--- src/rtl/dmem_lsu_if.sv ---
// Bundle of pipeline request/response and data-memory port signals for dmem_lsu.
// The slave side is the LSU; the master side is the pipeline plus data memory.
interface dmem_lsu_if #(
  parameter int ADDR_W = 12,
  parameter int DATA_W = 32
);
  logic              req_valid;
  logic              req_ready;
  logic              req_we;
  logic [1:0]        req_size;
  logic              req_signed;
  logic [ADDR_W+1:0] req_addr;
  logic [DATA_W-1:0] req_wdata;

  logic              rsp_valid;
  logic [DATA_W-1:0] rsp_rdata;
  logic              rsp_err;

  logic              dmem_wen;
  logic [ADDR_W-1:0] dmem_waddr;
  logic [DATA_W-1:0] dmem_wdata;
  logic              dmem_ren;
  logic [ADDR_W-1:0] dmem_raddr;
  logic [DATA_W-1:0] dmem_rdata;

  modport master (
    output req_valid, req_we, req_size, req_signed, req_addr, req_wdata,
    input  req_ready,
    input  rsp_valid, rsp_rdata, rsp_err,
    input  dmem_wen, dmem_waddr, dmem_wdata, dmem_ren, dmem_raddr,
    output dmem_rdata
  );

  modport slave (
    input  req_valid, req_we, req_size, req_signed, req_addr, req_wdata,
    output req_ready,
    output rsp_valid, rsp_rdata, rsp_err,
    output dmem_wen, dmem_waddr, dmem_wdata, dmem_ren, dmem_raddr,
    input  dmem_rdata
  );
endinterface

--- src/rtl/dmem_lsu.sv ---
// Load/store unit in front of a word-wide data memory with no byte enables.
// Sub-word stores are read-modify-write through a one-cycle MERGE state.
module dmem_lsu #(
  parameter int ADDR_W = 12,
  parameter int DATA_W = 32
) (
  input  logic        clk,
  input  logic        rst,
  dmem_lsu_if.slave   bus
);

  typedef enum logic {IDLE, MERGE} state_t;

  state_t            state_q;
  state_t            state_d;

  logic [ADDR_W-1:0] word_addr;
  logic [1:0]        lane;
  logic              accept;
  logic              misaligned;
  logic              is_word;

  logic [7:0]        ld_byte;
  logic [15:0]       ld_half;
  logic [DATA_W-1:0] load_data;
  logic [DATA_W-1:0] merge_d;

  logic [DATA_W-1:0] merge_q;
  logic [ADDR_W-1:0] addr_q;
  logic              rsp_valid_q;
  logic [DATA_W-1:0] rsp_rdata_q;
  logic              rsp_err_q;

  assign word_addr = bus.req_addr[ADDR_W+1:2];
  assign lane      = bus.req_addr[1:0];
  assign is_word   = (bus.req_size == 2'b10);

  assign bus.req_ready = (state_q == IDLE) && !rst;
  assign accept        = bus.req_valid && bus.req_ready;

  assign bus.rsp_valid = rsp_valid_q;
  assign bus.rsp_rdata = rsp_rdata_q;
  assign bus.rsp_err   = rsp_err_q;

  always_comb begin
    misaligned = 1'b0;
    case (bus.req_size)
      2'b00:   misaligned = 1'b0;
      2'b01:   misaligned = lane[0];
      2'b10:   misaligned = (lane != 2'b00);
      default: misaligned = 1'b1;
    endcase
  end

  // Lane extraction and sign/zero extension of the read word for loads.
  always_comb begin
    ld_byte = 8'h00;
    case (lane)
      2'b00:   ld_byte = bus.dmem_rdata[7:0];
      2'b01:   ld_byte = bus.dmem_rdata[15:8];
      2'b10:   ld_byte = bus.dmem_rdata[23:16];
      default: ld_byte = bus.dmem_rdata[31:24];
    endcase
    ld_half = lane[1] ? bus.dmem_rdata[31:16] : bus.dmem_rdata[15:0];

    load_data = bus.dmem_rdata;
    case (bus.req_size)
      2'b00:   load_data = {{24{bus.req_signed & ld_byte[7]}}, ld_byte};
      2'b01:   load_data = {{16{bus.req_signed & ld_half[15]}}, ld_half};
      default: load_data = bus.dmem_rdata;
    endcase
  end

  // Read word with the addressed byte or half replaced by the store data.
  always_comb begin
    merge_d = bus.dmem_rdata;
    if (bus.req_size == 2'b00) begin
      case (lane)
        2'b00:   merge_d[7:0]   = bus.req_wdata[7:0];
        2'b01:   merge_d[15:8]  = bus.req_wdata[7:0];
        2'b10:   merge_d[23:16] = bus.req_wdata[7:0];
        default: merge_d[31:24] = bus.req_wdata[7:0];
      endcase
    end else if (lane[1]) begin
      merge_d[31:16] = bus.req_wdata[15:0];
    end else begin
      merge_d[15:0] = bus.req_wdata[15:0];
    end
  end

  always_comb begin
    state_d        = state_q;
    bus.dmem_wen   = 1'b0;
    bus.dmem_waddr = '0;
    bus.dmem_wdata = '0;
    bus.dmem_ren   = 1'b0;
    bus.dmem_raddr = '0;

    case (state_q)
      IDLE: begin
        if (accept && !misaligned) begin
          if (bus.req_we && is_word) begin
            bus.dmem_wen   = 1'b1;
            bus.dmem_waddr = word_addr;
            bus.dmem_wdata = bus.req_wdata;
          end else begin
            bus.dmem_ren   = 1'b1;
            bus.dmem_raddr = word_addr;
            if (bus.req_we) state_d = MERGE;
          end
        end
      end
      MERGE: begin
        bus.dmem_wen   = 1'b1;
        bus.dmem_waddr = addr_q;
        bus.dmem_wdata = merge_q;
        state_d        = IDLE;
      end
      default: state_d = IDLE;
    endcase

    // Reset must suppress memory traffic in the same cycle, aborting any merge write.
    if (rst) begin
      bus.dmem_wen = 1'b0;
      bus.dmem_ren = 1'b0;
    end
  end

  always_ff @(posedge clk) begin
    if (rst) begin
      state_q     <= IDLE;
      rsp_valid_q <= 1'b0;
      rsp_rdata_q <= '0;
      rsp_err_q   <= 1'b0;
      merge_q     <= '0;
      addr_q      <= '0;
    end else begin
      state_q     <= state_d;
      rsp_valid_q <= 1'b0;
      if (state_q == MERGE) begin
        rsp_valid_q <= 1'b1;
        rsp_rdata_q <= '0;
        rsp_err_q   <= 1'b0;
      end else if (accept) begin
        if (misaligned) begin
          rsp_valid_q <= 1'b1;
          rsp_rdata_q <= '0;
          rsp_err_q   <= 1'b1;
        end else if (!bus.req_we) begin
          rsp_valid_q <= 1'b1;
          rsp_rdata_q <= load_data;
          rsp_err_q   <= 1'b0;
        end else if (is_word) begin
          rsp_valid_q <= 1'b1;
          rsp_rdata_q <= '0;
          rsp_err_q   <= 1'b0;
        end else begin
          merge_q <= merge_d;
          addr_q  <= word_addr;
        end
      end
    end
  end

endmodule

--- src/flat_wrapper.sv ---
// flat-port wrapper written by rule: the top's interface ports become plain ports
module dmem_lsu_flat 
#(
  parameter int ADDR_W = 12,
  parameter int DATA_W = 32
)
  (clk, rst, bus_req_valid, bus_req_we, bus_req_size, bus_req_signed, bus_req_addr, bus_req_wdata, bus_req_ready, bus_rsp_valid, bus_rsp_rdata, bus_rsp_err, bus_dmem_wen, bus_dmem_waddr, bus_dmem_wdata, bus_dmem_ren, bus_dmem_raddr, bus_dmem_rdata);
  dmem_lsu_if #(.ADDR_W(ADDR_W), .DATA_W(DATA_W)) bus_i ();
  input  logic clk;
  input  logic rst;
  input wire logic [$bits(bus_i.req_valid)-1:0] bus_req_valid;
  input wire logic [$bits(bus_i.req_we)-1:0] bus_req_we;
  input wire logic [$bits(bus_i.req_size)-1:0] bus_req_size;
  input wire logic [$bits(bus_i.req_signed)-1:0] bus_req_signed;
  input wire logic [$bits(bus_i.req_addr)-1:0] bus_req_addr;
  input wire logic [$bits(bus_i.req_wdata)-1:0] bus_req_wdata;
  output wire logic [$bits(bus_i.req_ready)-1:0] bus_req_ready;
  output wire logic [$bits(bus_i.rsp_valid)-1:0] bus_rsp_valid;
  output wire logic [$bits(bus_i.rsp_rdata)-1:0] bus_rsp_rdata;
  output wire logic [$bits(bus_i.rsp_err)-1:0] bus_rsp_err;
  output wire logic [$bits(bus_i.dmem_wen)-1:0] bus_dmem_wen;
  output wire logic [$bits(bus_i.dmem_waddr)-1:0] bus_dmem_waddr;
  output wire logic [$bits(bus_i.dmem_wdata)-1:0] bus_dmem_wdata;
  output wire logic [$bits(bus_i.dmem_ren)-1:0] bus_dmem_ren;
  output wire logic [$bits(bus_i.dmem_raddr)-1:0] bus_dmem_raddr;
  input wire logic [$bits(bus_i.dmem_rdata)-1:0] bus_dmem_rdata;
  assign bus_i.req_valid = bus_req_valid;
  assign bus_i.req_we = bus_req_we;
  assign bus_i.req_size = bus_req_size;
  assign bus_i.req_signed = bus_req_signed;
  assign bus_i.req_addr = bus_req_addr;
  assign bus_i.req_wdata = bus_req_wdata;
  assign bus_req_ready = bus_i.req_ready;
  assign bus_rsp_valid = bus_i.rsp_valid;
  assign bus_rsp_rdata = bus_i.rsp_rdata;
  assign bus_rsp_err = bus_i.rsp_err;
  assign bus_dmem_wen = bus_i.dmem_wen;
  assign bus_dmem_waddr = bus_i.dmem_waddr;
  assign bus_dmem_wdata = bus_i.dmem_wdata;
  assign bus_dmem_ren = bus_i.dmem_ren;
  assign bus_dmem_raddr = bus_i.dmem_raddr;
  assign bus_i.dmem_rdata = bus_dmem_rdata;
  dmem_lsu #(.ADDR_W(ADDR_W), .DATA_W(DATA_W)) u_core (.clk(clk), .rst(rst), .bus(bus_i));
endmodule
--- config.mk ---
export PLATFORM = sky130hd
export DESIGN_NAME = dmem_lsu_flat
export DESIGN_NICKNAME = d
export VERILOG_FILES = /design/src/rtl/dmem_lsu_if.sv /design/src/rtl/dmem_lsu.sv /design/src/flat_wrapper.sv
export SDC_FILE = /design/constraint.sdc
export NUM_CORES = 1
export LEC_CHECK = 0
export ABC_CLOCK_PERIOD_IN_PS = 5100
export CORE_MARGIN = 4
export CORE_UTILIZATION = 30
export CTS_CLUSTER_DIAMETER = 30
export CTS_CLUSTER_SIZE = 30
export DETAILED_ROUTE_END_ITERATION = 8
export PLACE_DENSITY = 0.66
export REMOVE_ABC_BUFFERS = 1
export SKIP_CTS_REPAIR_TIMING = 1
export SYNTH_ARGS = -nofsm -noshare
export SYNTH_HDL_FRONTEND = slang
export SYNTH_SLANG_ARGS = --single-unit
--- constraint.sdc ---
create_clock -name clk -period 5.1 [get_ports clk]
set_input_delay 0.765 -clock clk [delete_from_list [all_inputs] [get_ports clk]]
set_output_delay 0.765 -clock clk [all_outputs]
set_load 0.05 [all_outputs]
==> results of run 1 <==
worst max-delay path by stage:
stage	slack (ns)	end	cells after the start
after detailed placement	0.91	bus_dmem_wen	7
after CTS	0.90	bus_dmem_wen	7
after global placement	1.01	bus_dmem_wen	7
after floorplan	0.66	bus_dmem_raddr[0]	3
final	0.86	bus_dmem_wen	7
after global routing	0.69	bus_dmem_wen	7
layout by cell type (no fill, tap or decap), types with 10 or more instances in the layout:
cell,n
and2_1,10
buf_12,58
o21ai_0,31
nand3_1,12
nand2b_1,13
and3_1,19
a22o_1,46
dfxtp_1,78
a311oi_1,21
clkdlybuf4s50_1,118
buf_4,12
a21oi_1,48
nand2_1,54
a211oi_1,12
mux2_2,10
flip-flops by register name, indices dropped and copies added, names as in the netlist:
name / cells
u_core.bus.rsp_err: 1
u_core.bus.rsp_rdata: 32
u_core.bus.rsp_valid: 1
u_core.addr_q: 12
u_core.state_q: 1
u_core.merge_q: 32
critical path, delay by kind of cell:
family | cells | cell delay (ns)
compound gates | 1 | 0.45
buf+inv | 3 | 1.39
simple gates | 3 | 0.83
cell families (layout without fill, tap and decap cells):
family | after synthesis | after routing | share of synthesized area (%)
compound gates | 212 | 212 | 37.0
buf+inv | 60 | 209 | 6.21
flops | 79 | 79 | 36.5
mux | 20 | 20 | 5.20
simple gates | 130 | 130 | 15.1
power by group through the flow:
stage | sequential [mW] | clock [mW] | combinational, mW
floorplan | 0.686 | 0 | 0.128
global placement | 0.661 | 0 | 0.335
detailed placement | 0.661 | 0 | 0.340
CTS | 0.648 | 0.752 | 0.342
global route | 0.650 | 0.778 | 0.364
finish | 0.648 | 0.739 | 0.342
metal layers:
| layer | routed length, µm | track usage, % | vias to the layer above |
|---|---|---|---|
| met3 | 1290 | 4.75 | 38 |
| met4 | 552 | 8.55 | 0 |
| met2 | 7690 | 30.6 | 238 |
| met1 | 7230 | 26.1 | 2254 |
| li1 | - | - | 2212 |
| met5 | 0 | 0 | - |
final cells by class:
type / instances / area (µm²)
clock buffers: 10 / 229
clock inverters: 6 / 109
fillers: 1283 / 6890
inverters: 4 / 15.0
multi-input cells: 362 / 2500
flip-flops and latches: 79 / 1580
well taps: 180 / 225
repair buffers: 189 / 2440
==> flow_summary.json, run 1 <==
{
  "ant_nets": 0,
  "pwr-share-comb_pct": 19.8,
  "drt_iter0_markers": 379,
  "rrSetupSlack_ns": 2.19,
  "final_hold_viol_count": 0,
  "hp-start": "u_core.bus.rsp_rdata[6]",
  "final_area_um2": 7100,
  "path_cells": "clkdlybuf4s50_1 -> nand3b_1 -> a2111oi_4 -> buf_4 -> nor2_1 -> nor2_1 -> buf_12",
  "p_per_area_nw_per_um2": 244,
  "grt_max_degree": 48,
  "gp_congestion": 0.878,
  "drt-vias-per-instance": 5.71,
  "clk_path_buf_depth": 2,
  "die_x_um": 128,
  "fin_worst_skew_ns": 0.00522,
  "synth_top_cells_by_count": "dfxtp_1 (79), nand2_1 (54), a21oi_1 (48)",
  "internal_power_mw": 1.26,
  "reg2reg_depth": 5,
  "start_kind": "input port",
  "switching_share_pct": 27.1,
  "required_ns": 4.34,
  "grt_pass1_wl_um": 25800,
  "io_buffers": 177,
  "fin_util_pct": 50.7,
  "synth-edff-count": 0,
  "ys_ff_latch": 79,
  "worstReg2RegStart": "u_core.state_q",
  "drive_above_1_share_pct": 16.5,
  "power_frac_seq_pct": 37.5,
  "antenna_cells": 0,
  "cts.sinks": 79,
  "syn_area_um2": 4330,
  "synth_top_cells_by_area": "dfxtp_1 (36%), a22o_1 (9.3%), a21oi_1 (5.5%)",
  "row_count": 43,
  "hold_path.class": "reg -> reg",
  "slew_headroom_pct": 30.3,
  "cts_tree": "done",
  "stdcell_count": 830,
  "grt_overflow_total": 0,
  "yosysSeqAreaShare_pct": 36.5,
  "ir_drop_uv": 130,
  "cts_root_buf": "clkbuf_16",
  "synth_async_sr_flop_share_pct": 0,
  "maxCapViolCount": 0,
  "slowest_stage": "clkdlybuf4s50_1",
  "syn_to_final_growth_pct": 63.7,
  "pre_cts_slack_ns": 0.912,
  "fin_hold_ws_ns": 0.469,
  "num_io_pins": 178,
  "synth_cell_type_count": 45,
  "synth.yosys.warnings": 0,
  "avgRoutedWirePerCell_um": 20.2,
  "syn_area_per_cell_um2": 8.65,
  "leakage_nw": 2.68,
  "track_usage_pct": 19.7,
  "dp.cells": 814,
  "die_area_um2": 16400,
  "crit_top_cell": "nor2_1",
  "setup_tns_ns": 0,
  "crit_arrival_ns": 3.47,
  "finalSetupViolCount": 0,
  "drc": 0,
  "p_sw_mw": 0.468,
  "fin_ws_ns": 0.864,
  "fmax_ghz": 0.236,
  "drv_slew": 0,
  "holdPathStages": 1,
  "min_period_over_period_pct": 83.1,
  "synth_top_area_share_pct": 36.5,
  "clk_transition_reported_paths_ns": 0.06,
  "initial_core_util_pct": 31.0,
  "status": "completed",
  "rsz0062_at_grt": "false",
  "yosysMostFrequentCell": "dfxtp_1",
  "antenna_found_initial": 0,
  "crit_path_end_kind": "primary output",
  "place_area_um2": 6760,
  "grt_pass1_vias": 4740,
  "syn_inst": 501,
  "dr_total_vias": 4742,
  "htreeDepth": 3,
  "min_period_ns": 4.24,
  "worstReg2RegEnd": "u_core.bus.rsp_rdata[4]",
  "hold_end": "u_core.bus.rsp_rdata[6]",
  "nets": 730,
  "die_h_um": 128,
  "total_power_mw": 1.73,
  "place_hpwl_um": 12100,
  "dr.pass1.iters": 5,
  "cts_buffers": 9,
  "crit_path_start": "bus_req_size[1]",
  "core_um2": 14000,
  "path_class": "in -> out",
  "cpPeakStageDelay_ns": 0.75,
  "synth_ff_type": "dfxtp_1",
  "path_max_fanout": 43,
  "p_clk_share_pct": 42.7,
  "clock_latency_ns": 0.34,
  "worstMarginPinSlew_ns": 1.04,
  "routed_wl_um": 16800,
  "yosysTopAreaCell": "dfxtp_1"
}
Power figures use the tool's default switching activity.
==> inputs of run 2 (changes only) <==
--- a/config.mk
+++ b/config.mk
@@ -5,13 +5,13 @@
 export SDC_FILE = /design/constraint.sdc
 export NUM_CORES = 1
 export LEC_CHECK = 0
-export ABC_CLOCK_PERIOD_IN_PS = 5100
+export ABC_CLOCK_PERIOD_IN_PS = 3650
 export CORE_MARGIN = 4
 export CORE_UTILIZATION = 30
 export CTS_CLUSTER_DIAMETER = 30
 export CTS_CLUSTER_SIZE = 30
 export DETAILED_ROUTE_END_ITERATION = 8
-export PLACE_DENSITY = 0.66
+export PLACE_DENSITY = 0.69
 export REMOVE_ABC_BUFFERS = 1
 export SKIP_CTS_REPAIR_TIMING = 1
 export SYNTH_ARGS = -nofsm -noshare
==> constraint.sdc (replaced) <==
create_clock -name clk -period 3.65 [get_ports clk]
set_input_delay 0.5475 -clock clk [delete_from_list [all_inputs] [get_ports clk]]
set_output_delay 0.5475 -clock clk [all_outputs]
set_load 0.05 [all_outputs]
==> flow_summary.json, run 2 (synthesis gave the netlist of run 1 again) <==
{
  "initial_core_util_pct": 31.0,
  "drt-vias-per-instance": 5.70,
  "leakage_nw": 2.73,
  "place_area_um2": 6850,
  "stdcell_count": 840,
  "row_count": 43,
  "grt_pass1_wl_um": 26400,
  "p_per_area_nw_per_um2": 333,
  "io_buffers": 177,
  "core_um2": 14000,
  "hold_path.class": "reg -> reg",
  "grt_overflow_total": 0,
  "pre_cts_slack_ns": 0.357,
  "setup_tns_ns": 0,
  "dr.pass1.iters": 5,
  "syn_to_final_growth_pct": 65.4,
  "die_area_um2": 16400,
  "slew_headroom_pct": 50.4,
  "min_period_ns": 3.30,
  "avgRoutedWirePerCell_um": 20.4,
  "cpPeakStageDelay_ns": 0.57,
  "ant_nets": 0,
  "clock_latency_ns": 0.34,
  "cts_buffers": 9,
  "drive_above_1_share_pct": 17.6,
  "cts.sinks": 79,
  "ir_drop_uv": 244,
  "path_max_fanout": 20,
  "nets": 740,
  "antenna_cells": 0,
  "dp.cells": 824,
  "gp_congestion": 0.858,
  "mostFrequentLayoutCell": "clkdlybuf4s50_1",
  "die_x_um": 128,
  "cts_root_buf": "clkbuf_16",
  "worstMarginPinSlew_ns": 0.744,
  "maxCapViolCount": 0,
  "fin_ws_ns": 0.353,
  "drc": 0,
  "dr_total_vias": 4787,
  "cts_tree": "done",
  "crit_arrival_ns": 2.75,
  "finalSetupViolCount": 0,
  "grt_max_degree": 47,
  "crit_path_end_kind": "primary output",
  "routed_wl_um": 17200,
  "min_period_over_period_pct": 90.3,
  "grt_pass1_vias": 4757,
  "place_hpwl_um": 12600,
  "status": "completed",
  "fmax_ghz": 0.303,
  "crit_path_start": "bus_req_size[0]",
  "start_kind": "input port",
  "hp-start": "u_core.bus.rsp_rdata[17]",
  "final_cell_mix": "clkdlybuf4s50_1 (118), dfxtp_1 (78), buf_12 (59)",
  "path_class": "in -> out",
  "critPathTopFamily": "buffers and inverters",
  "drv_slew": 0,
  "track_usage_pct": 20.2,
  "final_hold_viol_count": 0,
  "fin_worst_skew_ns": 0.00419,
  "slowest_stage": "or3_1",
  "final_area_um2": 7170,
  "cp.buffers_inverters": 3,
  "num_io_pins": 178,
  "path_cells": "clkdlybuf4s50_1 -> or3_1 -> a2111oi_4 -> buf_4 -> a22o_1 -> buf_12",
  "fin_util_pct": 51.3,
  "fillers": 1298,
  "rsz0062_at_grt": "false",
  "drt_iter0_markers": 324,
  "htreeDepth": 3,
  "clk_path_buf_depth": 2,
  "clk_transition_reported_paths_ns": 0.06,
  "required_ns": 3.10,
  "antenna_found_initial": 0,
  "worstReg2RegStart": "u_core.state_q",
  "die_h_um": 128
}
-- run 2: cell count changes in the layout (fill, tap and decap cells not counted) --
| cell | previous run | this run |
|---|---|---|
| buf_12 | 58 | 59 |
| clkinv_4 | 1 | 0 |
| clkbuf_1 | 1 | 2 |
| bufinv_16 | 3 | 2 |
| clkinv_2 | 2 | 1 |
| buf_4 | 12 | 21 |
| clkbuf_8 | 0 | 2 |
-- run 2: path summary, 6_finish.rpt --
kind,end,slack [ns],cells past startpoint
worst max register to register,u_core.bus.rsp_rdata[1],1.65,5
worst min register to register,u_core.bus.rsp_rdata[17],0.46,1
worst max-delay path,bus_dmem_waddr[9],0.35,6
worst min-delay path,u_core.bus.rsp_rdata[17],0.46,1
-- run 2: layout make-up --
type | count | area, µm² | area share [%]
timing repair buffer | 199 | 2520 | 35.2
multi-input combinational | 362 | 2500 | 34.8
sequential | 79 | 1580 | 22.1
clock buffer | 13 | 260 | 3.63
tap | 180 | 225 | 3.14
clock inverter | 3 | 65.1 | 0.907
inverter | 4 | 15.0 | 0.209
-- run 2: metal layers --
| layer | vias to the layer above | track usage, % | part of all wire (%) |
|---|---|---|---|
| met5 | - | 0 | 0 |
| met2 | 197 | 33.8 | 48 |
| li1 | 2231 | - | - |
| met1 | 2335 | 26.0 | 43 |
| met3 | 24 | 4.71 | 7.5 |
| met4 | 0 | 5.99 | 1.8 |
-- run 2: power by group --
group	leakage (nW)	internal [mW]	switching, mW
Combinational	1.93	0.214	0.277
Sequential	0.641	0.887	0.0146
Clock	0.160	0.636	0.356
Total	2.73	1.74	0.647
-- run 2: worst register-to-register path, delay by kind of cell (launching register included) --
kind	cells	cell delay (ns)
AND/OR/NAND/NOR	2	0.67
AO/OA/AOI/OAI	2	0.59
buffers and inverters	1	0.37
flip-flops	1	0.31
-- run 2: per-stage QoR --
step / total power [mW] / hold WS, ns
after floorplan: 1.14 / 0.448
after global placement: 1.40 / 0.447
after detailed placement: 1.41 / 0.448
after CTS: 2.39 / 0.461
after global routing: 2.46 / 0.482
final: 2.38 / 0.458
